<file path="src/rtl/wb_fetch_unit.sv">
// Instruction fetch front end: Wishbone classic single-word reads from a
// sequential PC, buffered with their PC in a small FIFO for decode.
// Ports: clk, rst (async, active high); redirect_valid/redirect_pc load a
// new PC and flush; inst_valid/inst_ready/inst_data/inst_pc feed decode;
// adr/datwr/we/sel/stb/cyc/ack/datrd form the Wishbone master.
module wb_fetch_unit #(
  parameter int ADDR_WIDTH = 32,
  parameter int DATA_WIDTH = 32,
  parameter int FIFO_DEPTH = 2,
  parameter logic [ADDR_WIDTH-1:0] RESET_PC = '0
) (
  input  logic                    clk,
  input  logic                    rst,
  input  logic                    redirect_valid,
  input  logic [ADDR_WIDTH-1:0]   redirect_pc,
  output logic                    inst_valid,
  input  logic                    inst_ready,
  output logic [DATA_WIDTH-1:0]   inst_data,
  output logic [ADDR_WIDTH-1:0]   inst_pc,
  output logic [ADDR_WIDTH-1:0]   adr,
  output logic [DATA_WIDTH-1:0]   datwr,
  output logic                    we,
  output logic [DATA_WIDTH/8-1:0] sel,
  output logic                    stb,
  output logic                    cyc,
  input  logic                    ack,
  input  logic [DATA_WIDTH-1:0]   datrd
);

  localparam int PW = $clog2(FIFO_DEPTH);
  localparam int CW = PW + 1;

  typedef enum logic [1:0] {
    IDLE,
    REQ,
    DRAIN
  } state_t;

  state_t state, state_n;

  logic [ADDR_WIDTH-1:0] pc, pc_n, adr_n;
  logic [ADDR_WIDTH-1:0] target;
  logic                  stb_n;
  logic                  push, pop, space;

  logic [ADDR_WIDTH-1:0] fifo_pc  [FIFO_DEPTH];
  logic [DATA_WIDTH-1:0] fifo_dat [FIFO_DEPTH];
  logic [PW-1:0]         rd_ptr, wr_ptr;
  logic [CW-1:0]         count;

  assign datwr = '0;
  assign we    = 1'b0;
  assign sel   = '1;
  assign cyc   = stb;

  assign target = redirect_pc & ~ADDR_WIDTH'(3);
  assign space  = count < CW'(FIFO_DEPTH);

  assign inst_valid = count != '0;
  assign inst_data  = fifo_dat[rd_ptr];
  assign inst_pc    = fifo_pc[rd_ptr];

  // Redirect flushes the FIFO, so it also cancels a same-cycle pop.
  assign pop = inst_valid & inst_ready;

  always_comb begin
    state_n = state;
    pc_n    = pc;
    adr_n   = adr;
    stb_n   = stb;
    push    = 1'b0;
    case (state)
      IDLE: begin
        if (redirect_valid) begin
          pc_n = target;
        end else if (space) begin
          stb_n   = 1'b1;
          adr_n   = pc;
          state_n = REQ;
        end
      end
      REQ: begin
        if (ack) begin
          stb_n   = 1'b0;
          state_n = IDLE;
          push    = !redirect_valid;
          pc_n    = redirect_valid ? target
                                   : pc + ADDR_WIDTH'(4);
        end else if (redirect_valid) begin
          // The bus cycle must still complete; its data is stale.
          pc_n    = target;
          state_n = DRAIN;
        end
      end
      DRAIN: begin
        if (redirect_valid) pc_n = target;
        if (ack) begin
          stb_n   = 1'b0;
          state_n = IDLE;
        end
      end
      default: state_n = IDLE;
    endcase
  end

  always_ff @(posedge clk or posedge rst) begin
    if (rst) begin
      state <= IDLE;
      pc    <= RESET_PC;
      adr   <= '0;
      stb   <= 1'b0;
    end else begin
      state <= state_n;
      pc    <= pc_n;
      adr   <= adr_n;
      stb   <= stb_n;
    end
  end

  always_ff @(posedge clk) begin
    if (push) begin
      fifo_pc[wr_ptr]  <= adr;
      fifo_dat[wr_ptr] <= datrd;
    end
  end

  always_ff @(posedge clk or posedge rst) begin
    if (rst) begin
      rd_ptr <= '0;
      wr_ptr <= '0;
      count  <= '0;
    end else if (redirect_valid) begin
      rd_ptr <= '0;
      wr_ptr <= '0;
      count  <= '0;
    end else begin
      if (push) wr_ptr <= wr_ptr + PW'(1);
      if (pop)  rd_ptr <= rd_ptr + PW'(1);
      case ({push, pop})
        2'b10:   count <= count + CW'(1);
        2'b01:   count <= count - CW'(1);
        default: count <= count;
      endcase
    end
  end

endmodule

</file>
<file path="config.mk">
export PLATFORM = sky130hd
export DESIGN_NAME = wb_fetch_unit
export DESIGN_NICKNAME = d
export VERILOG_FILES = /design/src/rtl/wb_fetch_unit.sv
export SDC_FILE = /design/constraint.sdc
export NUM_CORES = 1
export LEC_CHECK = 0
export ABC_AREA = 1
export CELL_PAD_IN_SITES_DETAIL_PLACEMENT = 1
export CELL_PAD_IN_SITES_GLOBAL_PLACEMENT = 1
export CORE_MARGIN = 3
export CORE_UTILIZATION = 36
export CTS_BUF_LIST = sky130_fd_sc_hd__clkbuf_4 sky130_fd_sc_hd__clkbuf_8
export DETAILED_ROUTE_END_ITERATION = 12
export PLACE_DENSITY = 0.83
export SYNTH_ARGS = -nofsm -noshare
export SYNTH_HDL_FRONTEND = slang
export SYNTH_SLANG_ARGS = --single-unit
</file>
<file path="constraint.sdc">
create_clock -name clk -period 4.24 [get_ports clk]
set_input_delay 0.424 -clock clk [delete_from_list [all_inputs] [get_ports clk]]
set_output_delay 0.424 -clock clk [all_outputs]
set_load 0.005 [all_outputs]
</file>
==> summary.txt <==
Run status
  • Status: completed

Yosys
  • YS warnings: 0
  • Count leader, synth: nand2_1
  • FFs w/ async S/R, synth: 0.357
  • Synth top area share: 0.422
  • Ys flop type: edfxtp_1
  • Synth Area per Inst: 9.26 sq um
  • Post-synth top cells: nand2_1 (401), edfxtp_1 (128), dfrtp_1 (71)
  • Synthesized flop and latch total: 199
  • Syn Inst Count: 984
  • Yosys cell types: 36
  • EDFF count, synth: 128
  • Sequential area share after synthesis: 0.617
  • Yosys top cell by area: edfxtp_1
  • Post-Syn Area: 9110 sq um
  • Top post-synthesis cells by area: edfxtp_1 (42%), dfrtp_1 (20%), nand2_1 (17%), o21ai_0 (3.1%), buf_4 (3.1%)

Critical path
  • Required time of the critical path: 3.82 ns
  • Crit. End Element: output port
  • Worst Path Buf+Inv: 3
  • CP Launch Type: flop
  • Worst Path Max Fanout: 37
  • Worst Path Class, Setup: reg -> out
  • Most used cell, CP: nand2_1
  • CP delay by family, top: buffers and inverters
  • Crit-path cells: inv_2 > buf_4 > nand2_1 > nand2_1 > clkdlybuf4s50_1
  • Arr. time, crit path: 2.57 ns
  • Crit-path slowest cell: clkdlybuf4s50_1
  • CP peak stage delay: 0.52 ns

Timing
  • Slew HR: 0.282
  • Skew final: 0.0199 ns
  • Tcrit/Tclk final: 0.705
  • Final Hold Vio Count: 0
  • Fin crit period: 2.99 ns
  • Fin Setup TNS: 0 ns
  • F_max: 0.334 GHz
  • Max-slew violation count: 0
  • PnR worst setup slack: 1.25 ns
  • Slew @ Worst Pin: 1.08 ns
  • Final setup viols: 0
  • Min Hold Slack: 0.383 ns
  • RSZ-0062 raised after global routing: false

Detailed routing
  • Final antenna-violating net count: 0
  • DR vias: 6991
  • DRT iter0 DRCs: 456
  • DR DRC count: 0
  • Drt total wl: 24000 um
  • DR vias/cell: 4.74
  • Iteration count of the initial detailed-routing pass: 5
  • WL per Instance: 16.3 um

Global routing
  • First-pass GRT wire length: 37500 um
  • Met3 Track Usage GR: 0.0319
  • Largest net degree at the start of global routing: 65
  • Vias in the first global route: 7089
  • Antenna violations before repair: 0
  • Total track usage: 0.177
  • Grt met1 use: 0.232
  • Overflow after GRT: 0
  • Met2 Use GR: 0.301
  • Busiest layer in global routing: met2

CTS
  • Clock sinks: 199
  • CTS Buffer Depth: 2
  • CTS H-tree depth: 4
  • Post-CTS Setup Bufs: 0
  • Root buf cell: clkbuf_8
  • CTS Hold Bufs: 0
  • CTS Buf Count: 17
  • Clock-pin slew on the worst setup and hold paths: 0.11 ns
  • Clk_lat worst skew: 0.46 ns
  • Post-cts sizing count: 0
  • CTS tree: yes

Die
  • # IOs: 205
  • DIE WIDTH: 165 um
  • DIE HEIGHT: 165 um
  • Number of cell rows: 57
  • Starting Density: 0.370
  • Core ar.: 24600 sq um
  • Die area: 27200 sq um

Final layout
  • Area Growth Syn to Fin: 24.0%
  • Layout cells sized above 1: 0.0635
  • Final nets: 1211
  • Post-Layout Cell Count: 1474
  • Antenna diodes: 0

Place
  • Port bufs: 165
  • Post-detail-place hpwl: 17500 um
  • Placed cell count: 1442
  • Gpl congestion: 0.801
  • Worst slack, placed: 1.37 ns

Flow run
  • Max Cap Viol: 0

Power and ir drop
  • PD cells: 546 nW/um^2
  • Worst vdd ir: 0.216 mV
  • Leakage power: 4.75 nW

Min path
  • Min-Delay Path Class: in -> async
[layout make-up]
| type | instances | area (sq um) |
|---|---|---|
| clock buffer | 18 | 248 |
| clock inverter | 14 | 115 |
| fill | 2833 | 13300 |
| inverter | 63 | 238 |
| multi-input combinational | 681 | 2950 |
| sequential | 199 | 5620 |
| tap | 324 | 405 |
| timing repair buffer | 175 | 1720 |
[stage by stage]
step	util	power [mW]	area, sq um
6_report	0.459	6.16	11300
5_1_grt	0.459	6.61	11300
4_1_cts	0.459	6.25	11300
3_5_place_dp	0.444	5.10	10900
3_3_place_gp	0.444	4.98	10900
2_1_floorplan	-	3.98	9240
[report_power, final]
part	leakage [nW]	switching, mW	internal (mW)
clock network	0.188	0.699	0.438
logic	2.52	1.18	0.932
registers	2.03	0.385	2.53
total	4.75	2.26	3.90
[sequential cells by signal, indices dropped and copies added (netlist names)]
register and count:
fifo_pc 64, count 2, cyc 1, rd_ptr 1
fifo_dat 64, wr_ptr 1, adr 32, state 2
pc 32
[worst paths after layout]
path	start	cells after the start	to	slack [ns]
max in group asynchronous	rst	3	adr[16]	2.81
min reg2reg	adr[17]	0	fifo_pc[0][17]	0.50
max	rd_ptr	5	inst_data[10]	1.25
min	rst	2	state[0]	0.38
max reg2reg	state[0]	12	pc[25]	1.55
min in group clk	adr[17]	0	fifo_pc[0][17]	0.50
[kinds of logic after synthesis]
| group | Yosys count | synth area share |
|---|---|---|
| flops | 199 | 0.617 |
| other cells | 2 | 0.000824 |
| simple gates | 530 | 0.236 |
| buf+inv | 139 | 0.0755 |
| fa+ha+maj | 5 | 0.00687 |
| xor+xnor | 2 | 0.00192 |
| compound gates | 107 | 0.0615 |
[per-layer routing]
metal | part of all wire | up-vias
li1 | - | 3424
met2 | 0.49 | 172
met5 | 0 | -
met1 | 0.45 | 3373
met3 | 0.050 | 22
met4 | 0.016 | 0
[placed cells by master, fill, tap and decap left out, types with 2 or more instances in the layout]
cell | synthesis | final
a21oi_1 | 31 | 31
clkbuf_8 | 0 | 18
nand2_1 | 401 | 401
o21ai_1 | 6 | 6
nand3_1 | 33 | 33
nor2_2 | 4 | 4
clkinv_4 | 0 | 4
inv_6 | 0 | 4
inv_8 | 0 | 2
conb_1 | 2 | 37
buf_4 | 38 | 10
clkdlybuf4s50_1 | 0 | 164
nor2_4 | 7 | 9
o21ai_0 | 57 | 57
xor2_1 | 2 | 2
clkinv_2 | 1 | 4
o22ai_1 | 4 | 4
nor2_1 | 64 | 62
nand4_1 | 5 | 5
edfxtp_1 | 128 | 128
dfrtp_1 | 71 | 70
ha_1 | 5 | 5
nand2_2 | 6 | 6
a31oi_1 | 4 | 4
inv_1 | 59 | 57
inv_2 | 3 | 5
nor3_1 | 4 | 4
nand3_2 | 2 | 2
No activity file was read; power rests on OpenSTA's default activity.
